<file path="src/rtl/mips20_pkg.sv">
// mips20_pkg: shared widths, reset PC and fetch entry type for the 20-bit MIPS front end
package mips20_pkg;
  localparam int DEF_ADDR_W   = 20;
  localparam int DEF_DATA_W   = 20;
  localparam int DEF_RESET_PC = 0;
  typedef struct packed {
    logic [DEF_DATA_W-1:0] instr;
    logic [DEF_ADDR_W-1:0] pc;
  } instr_pc_t;
endpackage

</file>
<file path="src/rtl/fetch_fifo.sv">
// fetch_fifo: synchronous prefetch FIFO with push/pop/flush and a registered head entry
// Ports: clk, rst (async active-low); push_i/push_data_i write an entry; pop_i removes the
// head when valid_o; flush_i empties the FIFO and wins over push/pop; head_o is the
// registered head entry (holds its last value when empty); count_o is the occupancy.
module fetch_fifo #(
  parameter int DEPTH = 4,
  parameter int WIDTH = 40
) (
  input  logic                     clk,
  input  logic                     rst,
  input  logic                     push_i,
  input  logic [WIDTH-1:0]         push_data_i,
  input  logic                     pop_i,
  input  logic                     flush_i,
  output logic                     valid_o,
  output logic [WIDTH-1:0]         head_o,
  output logic [$clog2(DEPTH):0]   count_o
);
  localparam int PW = $clog2(DEPTH);
  localparam int CW = PW + 1;
  logic [WIDTH-1:0] mem_q [DEPTH];
  logic [PW-1:0]    rd_q, wr_q, rd_nxt;
  logic [CW-1:0]    count_q, count_d;
  logic [WIDTH-1:0] head_q, head_d;
  logic             pop_eff, push_eff;
  assign pop_eff  = pop_i & (count_q != '0) & ~flush_i;
  assign push_eff = push_i & ~flush_i;
  assign rd_nxt   = rd_q + PW'(1);
  assign valid_o  = count_q != '0;
  assign head_o   = head_q;
  assign count_o  = count_q;
  // The head register is loaded with whichever entry becomes the head at this edge:
  // the next stored entry after a pop, or the pushed word when it lands in an empty slot.
  always_comb begin
    count_d = flush_i ? '0 : count_q + CW'(push_eff) - CW'(pop_eff);
    head_d  = flush_i ? head_q :
              pop_eff ? ((count_q > CW'(1)) ? mem_q[rd_nxt] : (push_eff ? push_data_i : head_q)) :
              ((count_q == '0) && push_eff) ? push_data_i : head_q;
  end
  always_ff @(posedge clk or negedge rst) begin
    if (!rst) begin
      rd_q    <= '0;
      wr_q    <= '0;
      count_q <= '0;
      head_q  <= '0;
    end else begin
      count_q <= count_d;
      head_q  <= head_d;
      if (flush_i) begin
        rd_q <= '0;
        wr_q <= '0;
      end else begin
        if (push_eff) wr_q <= wr_q + PW'(1);
        if (pop_eff)  rd_q <= rd_nxt;
      end
    end
  end
  always_ff @(posedge clk) begin
    if (push_eff) mem_q[wr_q] <= push_data_i;
  end
  // The requester's credit check guarantees a full FIFO is never pushed without a pop.
  always_ff @(posedge clk) begin
    if (rst) assert (!(push_eff && !pop_eff && count_q == CW'(DEPTH)));
  end
endmodule

</file>
<file path="src/rtl/fetch_prefetch_unit.sv">
// fetch_prefetch_unit: PC generator, imem requester and prefetch FIFO feeding decode
// Ports: clk, rst (async active-low); fetch_en gates new requests; redirect_valid/redirect_pc
// flush and restart fetch; imem_req/imem_addr/imem_rdata form a 1-cycle-latency read port;
// id_valid/id_ready/id_instr/id_pc/id_pc_next is the decode handshake; fifo_count is occupancy.
module fetch_prefetch_unit
  import mips20_pkg::*;
#(
  parameter int              ADDR_W     = DEF_ADDR_W,
  parameter int              DATA_W     = DEF_DATA_W,
  parameter int              FIFO_DEPTH = 4,
  parameter logic [ADDR_W-1:0] RESET_PC = ADDR_W'(DEF_RESET_PC)
) (
  input  logic                          clk,
  input  logic                          rst,
  input  logic                          fetch_en,
  input  logic                          redirect_valid,
  input  logic [ADDR_W-1:0]             redirect_pc,
  output logic                          imem_req,
  output logic [ADDR_W-1:0]             imem_addr,
  input  logic [DATA_W-1:0]             imem_rdata,
  output logic                          id_valid,
  input  logic                          id_ready,
  output logic [DATA_W-1:0]             id_instr,
  output logic [ADDR_W-1:0]             id_pc,
  output logic [ADDR_W-1:0]             id_pc_next,
  output logic [$clog2(FIFO_DEPTH):0]   fifo_count
);
  localparam int CW = $clog2(FIFO_DEPTH) + 1;
  typedef struct packed {
    logic [DATA_W-1:0] instr;
    logic [ADDR_W-1:0] pc;
  } entry_t;
  logic [ADDR_W-1:0] fetch_pc_q, fetch_pc_d;
  logic [ADDR_W-1:0] inflight_pc_q, inflight_pc_d;
  logic              inflight_q, inflight_d;
  logic              inflight_epoch_q, inflight_epoch_d;
  logic              epoch_q, epoch_d;
  logic              seen_q, seen_d;
  logic [CW-1:0]     used;
  logic              issue, push;
  entry_t            push_entry, head;
  // Credit covers both stored entries and the response still on its way from memory.
  // Gating with rst keeps the request low the moment reset is asserted.
  assign used       = fifo_count + CW'(inflight_q);
  assign issue      = rst & fetch_en & ~redirect_valid & (used < CW'(FIFO_DEPTH));
  assign push       = inflight_q & ~redirect_valid & (inflight_epoch_q == epoch_q);
  assign push_entry = '{instr: imem_rdata, pc: inflight_pc_q};
  assign imem_req   = issue;
  assign imem_addr  = fetch_pc_q;
  assign id_instr   = head.instr;
  assign id_pc      = head.pc;
  // Until the first entry reaches the head, the next-PC output reads as zero like the head.
  assign id_pc_next = (seen_q | id_valid) ? head.pc + ADDR_W'(1) : '0;
  always_comb begin
    fetch_pc_d       = redirect_valid ? redirect_pc : issue ? fetch_pc_q + ADDR_W'(1) : fetch_pc_q;
    inflight_d       = issue;
    inflight_pc_d    = issue ? fetch_pc_q : inflight_pc_q;
    inflight_epoch_d = issue ? epoch_q : inflight_epoch_q;
    epoch_d          = epoch_q ^ redirect_valid;
    seen_d           = seen_q | id_valid;
  end
  always_ff @(posedge clk or negedge rst) begin
    if (!rst) begin
      fetch_pc_q       <= RESET_PC;
      inflight_q       <= 1'b0;
      inflight_pc_q    <= '0;
      inflight_epoch_q <= 1'b0;
      epoch_q          <= 1'b0;
      seen_q           <= 1'b0;
    end else begin
      fetch_pc_q       <= fetch_pc_d;
      inflight_q       <= inflight_d;
      inflight_pc_q    <= inflight_pc_d;
      inflight_epoch_q <= inflight_epoch_d;
      epoch_q          <= epoch_d;
      seen_q           <= seen_d;
    end
  end
  fetch_fifo #(
    .DEPTH(FIFO_DEPTH),
    .WIDTH(DATA_W + ADDR_W)
  ) u_fifo (
    .clk        (clk),
    .rst        (rst),
    .push_i     (push),
    .push_data_i(push_entry),
    .pop_i      (id_ready),
    .flush_i    (redirect_valid),
    .valid_o    (id_valid),
    .head_o     (head),
    .count_o    (fifo_count)
  );
endmodule

</file>
<file path="config.mk">
export PLATFORM = sky130hd
export DESIGN_NAME = fetch_prefetch_unit
export DESIGN_NICKNAME = d
export VERILOG_FILES = /design/src/rtl/mips20_pkg.sv /design/src/rtl/fetch_fifo.sv /design/src/rtl/fetch_prefetch_unit.sv
export SDC_FILE = /design/constraint.sdc
export NUM_CORES = 1
export LEC_CHECK = 0
export CORE_ASPECT_RATIO = 1.2
export CORE_MARGIN = 8
export CORE_UTILIZATION = 30
export DETAILED_ROUTE_END_ITERATION = 12
export SETUP_SLACK_MARGIN = 0.2
export SYNTH_ARGS = -nofsm -noshare
export SYNTH_HDL_FRONTEND = slang
export SYNTH_HIERARCHICAL = 1
export SYNTH_SLANG_ARGS = --single-unit
export TNS_END_PERCENT = 100
</file>
<file path="constraint.sdc">
create_clock -name clk -period 4.6 [get_ports clk]
set_input_delay 0.92 -clock clk [delete_from_list [all_inputs] [get_ports clk]]
set_output_delay 0.92 -clock clk [all_outputs]
set_load 0.01 [all_outputs]
</file>
# Yosys cells after proc, flatten, opt, wreduce, memory -nomap -nowiden
# Memory sizes are Yosys's and may differ from the RTL's.
# Index checks and enable logic that the tools add are counted.
dict set report totals {
  ram_bits 160
  in_bits 45
  reg_bits 91
  output_inout_bits 85
  mem_count 1
}
# memory words word_bits read_ports rd_ports_with_merged_regs write_ports line
set mem_list {}
lappend mem_list {u_fifo.mem_q 4 40 1 0 1 fetch_fifo.sv:21} ;# logic [WIDTH-1:0] mem_q [DEPTH];
dict set report classes {
  eq_ne 2
  n_lt_le_gt_ge 2
  reduce_logical 8
  n_mux 14
  n_bitwise 11
  addsub 7
}
# op n
set op_table {}
lappend op_table {{40-bit 2-to-1 mux} 4}
lappend op_table {{20-bit 2-to-1 mux} 3}
lappend op_table {{20-bit by 1-bit adder with 20-bit output, second input constant} 2}
lappend op_table {{1-bit AND} 8}
lappend op_table {{2-bit 2-to-1 mux} 4}
lappend op_table {{2-bit nonzero test} 4}
lappend op_table {{3-bit by 1-bit adder with 3-bit output} 2}
lappend op_table {{2-bit by 1-bit adder with 2-bit output, second input constant} 2}
lappend op_table {{3-bit by 1-bit greater-than comparator with 1-bit output, second input constant} 1}
lappend op_table {{3-bit logical NOT} 1}
lappend op_table {{3-bit less-than comparator, second input constant} 1}
lappend op_table {{3-bit 2-to-1 mux} 1}
lappend op_table {{3-bit inequality test, second input constant} 1}
lappend op_table {{3-bit AND reduction} 1}
lappend op_table {{3-bit nonzero test} 1}
lappend op_table {{3-bit by 1-bit subtractor with 3-bit output} 1}
lappend op_table {{1-bit 2-to-1 mux} 2}
lappend op_table {{1-bit equality test} 1}
lappend op_table {{1-bit logical AND} 1}
lappend op_table {{1-bit NOT} 1}
lappend op_table {{1-bit OR} 1}
lappend op_table {{1-bit XOR} 1}

# Depth between registers and ports, before layout
dict set report depth {
  ltp_word 7
  depth_mapped 13
}

# Modules after synthesis
# Netlist, hierarchy kept.
# mod cells_per_inst seq_area_each_um2 area_per_inst_um2 n_inst
set modules_own_cells {}
lappend modules_own_cells {fetch_fifo 390 5980.7 8245.4 1}
lappend modules_own_cells {fetch_prefetch_unit 275 1101.1 2583.7 1}

# Worst setup path before layout
# OpenSTA, ideal clock, no wires.
dict set report synth_timing {
  path_kind {input to register}
  startpoint {in redirect_valid}
  endpoint {mem u_fifo.mem_q[0][0] (enable)}
  path_stages 6
  required_ns 4.199
  setup_ns 0.401
  slack_ns 1.188
  arrival_time_ns 3.011
  n_path_buf 2
  path_cell_list {clkbuf_1 clkinv_1 clkbuf_1 and3_1 nor2b_1 and2_1}
}
dict set report synth_via {
  elab_chain_len 6
}
# item line
set synth_lines {}
lappend synth_lines {{start: declaration} fetch_prefetch_unit.sv:16} ;# input logic redirect_valid,
lappend synth_lines {{1-bit NOT (no source line)} -}
lappend synth_lines {{1-bit AND (2 in series)} fetch_prefetch_unit.sv:46} ;# assign push = inflight_q & ~redirect_valid & (inflight_epoch_q == epoch_q);
lappend synth_lines {{net push} fetch_prefetch_unit.sv:40} ;# logic issue, push;
lappend synth_lines {{1-bit AND} fetch_fifo.sv:27} ;# assign push_eff = push_i & ~flush_i;
lappend synth_lines {{1-bit 2-to-1 mux} fetch_fifo.sv:59} ;# if (push_eff) mem_q[wr_q] <= push_data_i;
lappend synth_lines {{1-bit 2-to-1 mux (implied by the code)} fetch_fifo.sv:59}
lappend synth_lines {{end: declaration} fetch_fifo.sv:21}
# The timed path passes the listed nets, and every way through them passes these cells.

# Final worst setup path
dict set report layout_timing {
  startpoint {reg u_fifo.head_q[5] (netlist: u_fifo/head_o[5])}
  endpoint {out id_pc_next[15]}
}
dict set report layout_via {
  elab_chain_len 2
}
# item line
set layout_lines {}
lappend layout_lines {{start: declaration} fetch_fifo.sv:24} ;# logic [WIDTH-1:0] head_q, head_d;
lappend layout_lines {{start signal: assignment} fetch_fifo.sv:45} ;# head_q <= '0;
lappend layout_lines {{start signal: assignment} fetch_fifo.sv:48} ;# head_q <= head_d;
lappend layout_lines {{20-bit by 1-bit adder with 20-bit output} fetch_prefetch_unit.sv:53} ;# assign id_pc_next = (seen_q | id_valid) ? head.pc + ADDR_W'(1) : '0;
lappend layout_lines {{20-bit 2-to-1 mux} fetch_prefetch_unit.sv:53}
lappend layout_lines {{end: declaration} fetch_prefetch_unit.sv:25} ;# output logic [ADDR_W-1:0] id_pc_next,
# No other way between the ends.

==> impl_metrics.csv <==
group,metric,value,unit
placed_design,hpwlAfterDp,16.8,mm
finish,drive_above_1_share,0.257,
route,vias,6262,
power_and_ir_drop,switching_share,0.291,
setup_path,cp_cell_sequence,"nand4_2 > or4_1 > or3_1 > a21oi_1 > clkdlybuf4s50_1",
finish,syn_to_final_growth,25.1,%
die,core_area,0.0358,mm2
die,start_util,0.303,
clocking,hold_buffers,0,
synth,synth_edf_count,160,
setup_path,endpoint_kind,"output port",
route,drtIter0Drc,277,
sta,finalClockSkew,0.0220,ns
sta,fin_crit,4.25,ns
global_routing,grt_max_degree,54,
sta,max_freq,0.236,GHz
die,design.die.area,0.0425,mm2
finish,nets,866,
synth,postSynthAreaPerCell,16.3,um2
power_and_ir_drop,p_int,5.14,mW
clocking,clock_sinks,251,
route,firstDrtPassIters,5,
finish,fin_util,0.379,
power_and_ir_drop,leakagePower,4.64,nW
die,die_w,189,um
sta,finalHoldViolations,0,
synth,ys.flop_type,"edfxtp_1",
sta,fin_crit_sh,0.923,
setup_path,worst-path-max-fanout,9,
clocking,cts.clk_slew.worst_paths,0.06,ns
placed_design,place.gp.congestion,0.833,
die,row_count,76,
global_routing,grt_pass1_wl,39.7,mm
clocking,ctsRootBufferMaster,"clkbuf_16",
die,die_y,224,um
setup_path,cp-start-kind,"flop",
synth,yosysWarnings,6,
synth,ys_seq_area_frac,0.654,
setup_path,required,3.68,ns
worst_hold_path,hold_path.class,"in2async",
die,ios,130,
clocking,clk_latency,0.54,ns
placed_design,io_buffers,129,
run_status,status,"finished, final reports clean",
synth,synth_top_area_share,0.444,
finish,fillers,3398,
sta,slew_viol_final,0,
global_routing,grt_overflow,0,
clocking,h-tree-depth,1,
synth,netlist_instances,665,
setup_path,worstSetupPathType,"reg2out",
sta,final.setup.tns,0,ns
global_routing,gr-usage-all-layers,0.119,
finish,multi_input_area,0.00353,mm2
route,totalWireLength,25.3,mm
synth,yosysUniqueCellTypes,50,
synth,syn_area,0.0108,mm2
power_and_ir_drop,pwr_density_cell,535,mW/mm2
clocking,cts_buffers,27,
synth,async_flop_share,0.363,
flow_run,cap_violations,0,
clocking,cts_tree,"built",
synth,ys_ff_latch,251,
global_routing,antenna_found_initial,0,
sta,worstMarginPinSlew,1.09,ns
synth,syn_nets,722,
setup_path,slowest_stage,"or4_1",
setup_path,critPathMaxStageDelay,0.77,ns
route,antenna_left,0,
sta,finalSetupViolCount,0,
power_and_ir_drop,pwr-share-comb,0.269,
route,drcViolationCount,0,
power_and_ir_drop,power.switching,2.11,mW
power_and_ir_drop,pwr-share-seq,0.445,
route,viasPerCell,4.82,
power_and_ir_drop,power.total,7.25,mW
setup_path,crit_arrival,3.33,ns
route,routedWlPerCell,19.5,um
sta,grt_setup_unrepaired,"no",
clocking,postCtsSetupBuffers,0,
finish,diodes,0,
clocking,clock_path_buffers,3,
clocking,ctsResizeCount,0,
finish,register_area,0.00708,mm2
sta,max_slew_margin,0.276,
global_routing,grt_pass1_vias,6624,
synth,yosys.area.top_type,"edfxtp_1",
power_and_ir_drop,clkPwrFrac,0.286,
power_and_ir_drop,vdd_drop_max,0.269,mV
sta,fin_hold_ws,0.487,ns
synth,yosys-top-cells-area,"edfxtp_1 44%, dfrtp_1 21%, mux2_2 11%",
==> cell usage in the layout, fill, tap and decap left out, types with 6 or more instances in the layout <==
| master | instances |
|---|---|
| nor4_1 | 6 |
| mux4_2 | 40 |
| o31ai_1 | 7 |
| clkbuf_16 | 27 |
| clkbuf_1 | 8 |
| ha_1 | 11 |
| dfrtp_1 | 89 |
| buf_4 | 15 |
| a31oi_1 | 13 |
| o21ai_0 | 14 |
| inv_1 | 15 |
| or3_1 | 6 |
| nor2_1 | 35 |
| nand4_1 | 9 |
| nand3_1 | 10 |
| a21oi_1 | 6 |
| edfxtp_1 | 160 |
| xor2_1 | 9 |
| xnor2_1 | 13 |
| or4_1 | 11 |
| clkdlybuf4s50_1 | 128 |
| mux2_2 | 101 |
| nand2_1 | 27 |
==> cells by family after synthesis <==
family,after synthesis,synth area share
compound gates,58,0.0352
buf+inv,46,0.0216
flops,251,0.654
fa+ha+maj,12,0.0146
simple gates,132,0.0657
xor+xnor,22,0.0178
mux,144,0.191
==> state kept, by name, indices dropped and copies added, names as in the netlist <==
name              count
imem_addr            20
inflight_q            1
u_fifo/head_o        40
u_fifo/wr_q           2
inflight_pc_q        20
u_fifo/count_o        3
u_fifo/rd_q           2
inflight_epoch_q      1
seen_q                1
u_fifo/mem_q        160
epoch_q               1
==> critical path: cells and delay by family (launching register included) <==
family / cells / cell delay, ns
buf+inv: 1 / 0.60
compound gates: 1 / 0.30
simple gates: 3 / 1.39
flops: 1 / 0.48
==> layer usage <==
layer / wire length (um) / global-route usage / up-vias
li1: - / - / 2882
met1: 11500 / 0.159 / 3179
met2: 11800 / 0.189 / 180
met3: 1700 / 0.0325 / 21
met4: 297 / 0.0258 / 0
met5: 0 / 0 / -
==> per-stage QoR <==
step,instance area (um2),setup slack [ns],cells
5_1_grt,13600,0.210,1298
3_5_place_dp,12700,0.669,1248
2_1_floorplan,10800,1.19,665
6_report,13600,0.354,1298
4_1_cts,13600,0.336,1298
3_3_place_gp,12700,0.704,1248
==> synth_stat cells, types with 13 or more instances <==
master,count
edfxtp_1,160
mux2_2,101
dfrtp_1,91
mux4_2,40
nor2_1,36
nand2_1,27
inv_1,15
o21ai_0,14
a31oi_1,13
clkbuf_1,13
xnor2_1,13
==> cell type report <==
cell class,instances,share of cell area
Clock buffer,36,0.0531
Clock inverter,14,0.0101
Timing Repair Buffer,145,0.106
Tap cell,468,0.0432
Multi-Input combinational cell,368,0.261
Sequential cell,251,0.523
Inverter,16,0.00443
==> power groups by stage <==
stage          clock, mW  combinational [mW]  sequential [mW]
6_report            2.08                1.95             3.23
3_5_place_dp           0                1.99             3.27
3_3_place_gp           0                1.97             3.26
2_1_floorplan          0               0.959             3.20
4_1_cts             2.14                2.00             3.23
5_1_grt             2.23                2.12             3.29
==> worst paths after layout <==
kind | startpoint | to | slack (ns) | cells after the start
min reg2reg | u_fifo/head_o[35] | u_fifo/head_o[35] | 0.50 | 1
min | rst | imem_addr[7] | 0.49 | 2
min in group clk | u_fifo/head_o[35] | u_fifo/head_o[35] | 0.50 | 1
max reg2reg | u_fifo/count_o[1] | u_fifo/head_o[22] | 1.80 | 6
max | u_fifo/head_o[5] | id_pc_next[15] | 0.35 | 5
max in group asynchronous | rst | u_fifo/rd_q[0] | 2.93 | 3
No activity file was read; power rests on OpenSTA's default activity.
==> RTL change (same settings) <==
Reset style: synchronous (`rst`), changed in 2 clocked blocks. Comments in the files are not updated.
--- a/src/rtl/fetch_fifo.sv
+++ b/src/rtl/fetch_fifo.sv
@@ -37,7 +37,7 @@
               pop_eff ? ((count_q > CW'(1)) ? mem_q[rd_nxt] : (push_eff ? push_data_i : head_q)) :
               ((count_q == '0) && push_eff) ? push_data_i : head_q;
   end
-  always_ff @(posedge clk or negedge rst) begin
+  always_ff @(posedge clk) begin
     if (!rst) begin
       rd_q    <= '0;
       wr_q    <= '0;
--- a/src/rtl/fetch_prefetch_unit.sv
+++ b/src/rtl/fetch_prefetch_unit.sv
@@ -59,7 +59,7 @@
     epoch_d          = epoch_q ^ redirect_valid;
     seen_d           = seen_q | id_valid;
   end
-  always_ff @(posedge clk or negedge rst) begin
+  always_ff @(posedge clk) begin
     if (!rst) begin
       fetch_pc_q       <= RESET_PC;
       inflight_q       <= 1'b0;
Formal check against the unedited RTL: differs if rst is asserted again (counterexample within 4 cycles, from zero or initial values and one cycle with rst low); with rst held inactive, the same outputs for 4 cycles.
==> RTL change against the unedited design <==
  * Design area is 0.30% higher
  * Count of clock-buffer cells in the layout unchanged
  * Wire length grew 13%
  * Hold slack got worse by 0.017 ns
  * Synthesized area increased by 1.7%
  * Setup slack better by 0.10 ns
  * Sequential cell count did not move
  * Sequential share of layout area is 3.5 points lower
  * Global-route usage is 1.2 points higher
  * Critical path type unchanged
  * Critical endpoint is now id_pc_next[19]
Power is not compared: it rests on default switching activity, and its combinational part moved more than twofold at a synthesized area within 25%.
==> RTL change: results <==
set metrics [dict create \
    place.detailed.instances 1403 \
    yosys-top-cells-area "edfxtp_1, dfxtp_1, mux4_2" \
    timing.rr.start "epoch_q$_SDFF_PN0_" \
    first_pass_iters 6 \
    outcome "completed" \
    critPathLaunch "u_fifo/head_o[6]$_SDFFE_PN0P_" \
    slew_headroom_pct 36.6 \
    hpwl_um 18500 \
    routed_wl_um 28600 \
    fin_skew_ns 0.0189 \
    syn-num-nets 891 \
    fin_nets 1014 \
    hp-class "register to register" \
    area_delta_synth_final_pct 23.4 \
    grt_max_degree 46 \
    arrival_ns 3.22 \
    drtIter0Drc 391 \
    r2r_end "u_fifo/head_o[11]$_SDFFE_PN0P_" \
    vias_per_cell 5.04 \
    grt_pass1_wl_um 44500 \
    n_fill_cell 3489 \
    yosysSeqAreaShare_pct 60.2 \
    synth_cells 835 \
    place_congestion 0.759 \
    first_global_vias 7515 \
    async_flop_share_pct 0 \
    r2r_slack_ns 2.08 \
]
[RTL change: cell families after synthesis]
| group | count (synthesis) | synth area share (%) |
|---|---|---|
| AO/OA/AOI/OAI | 167 | 12.2 |
| XOR/XNOR | 18 | 1.43 |
| adder cells (fa/ha/maj) | 11 | 1.32 |
| buffers and inverters | 74 | 4.08 |
| flip-flops | 251 | 60.2 |
| multiplexers | 49 | 9.14 |
| AND/OR/NAND/NOR | 265 | 11.6 |
[RTL change: worst min path at each step]
stage,startpoint,end,slack (ns),cells after the start
2_1_floorplan,inflight_epoch_q$_SDFFE_PN0P_,inflight_epoch_q$_SDFFE_PN0P_,0.45,2
3_3_place_gp,inflight_epoch_q$_SDFFE_PN0P_,inflight_epoch_q$_SDFFE_PN0P_,0.46,2
6_report,inflight_epoch_q$_SDFFE_PN0P_,inflight_epoch_q$_SDFFE_PN0P_,0.47,2
4_1_cts,inflight_epoch_q$_SDFFE_PN0P_,inflight_epoch_q$_SDFFE_PN0P_,0.48,2
5_1_grt,inflight_epoch_q$_SDFFE_PN0P_,inflight_epoch_q$_SDFFE_PN0P_,0.50,2
3_5_place_dp,inflight_epoch_q$_SDFFE_PN0P_,inflight_epoch_q$_SDFFE_PN0P_,0.47,2
[RTL change: power breakdown]
part,internal [W],switching (W)
clock network,0.00127,0.000901
registers,0.00242,0.0000500
logic,0.000116,0.000123
[RTL change: metal layers]
metal	wire length, um	global-route usage [%]	share of wire, %	vias to the layer above
li1	-	-	-	3453
met5	0	0	0	-
met3	1610	2.32	5.6	35
met1	12800	17.0	45	3635
met2	13700	21.9	48	201
met4	549	3.66	1.9	0
[RTL change: stage by stage]
stage / power, W / setup WS [ns]
after CTS: 0.00493 / 0.417
after floorplan: 0.00262 / 1.50
after global placement: 0.00275 / 1.02
final: 0.00488 / 0.456
after detailed placement: 0.00276 / 1.01
after global routing: 0.00505 / 0.237
[RTL change: tightest hold or removal path: cells and delay by family, from the launching register on]
| kind | cells | cell delay [ns] |
|---|---|---|
| DFF | 1 | 0.31 |
| AOI/OAI and AO/OA | 1 | 0.06 |
| and+or+nand+nor | 1 | 0.05 |
[RTL change: area by class of cell]
cell class / count / area (um^2) / area share (%)
repair buffers: 149 / 1440 / 10.6
well taps: 474 / 593 / 4.36
multi-input cells: 510 / 3960 / 29.1
inverters: 19 / 71.3 / 0.525
flip-flops and latches: 251 / 6630 / 48.8
clock inverters: 14 / 149 / 1.10
clock buffers: 36 / 749 / 5.51
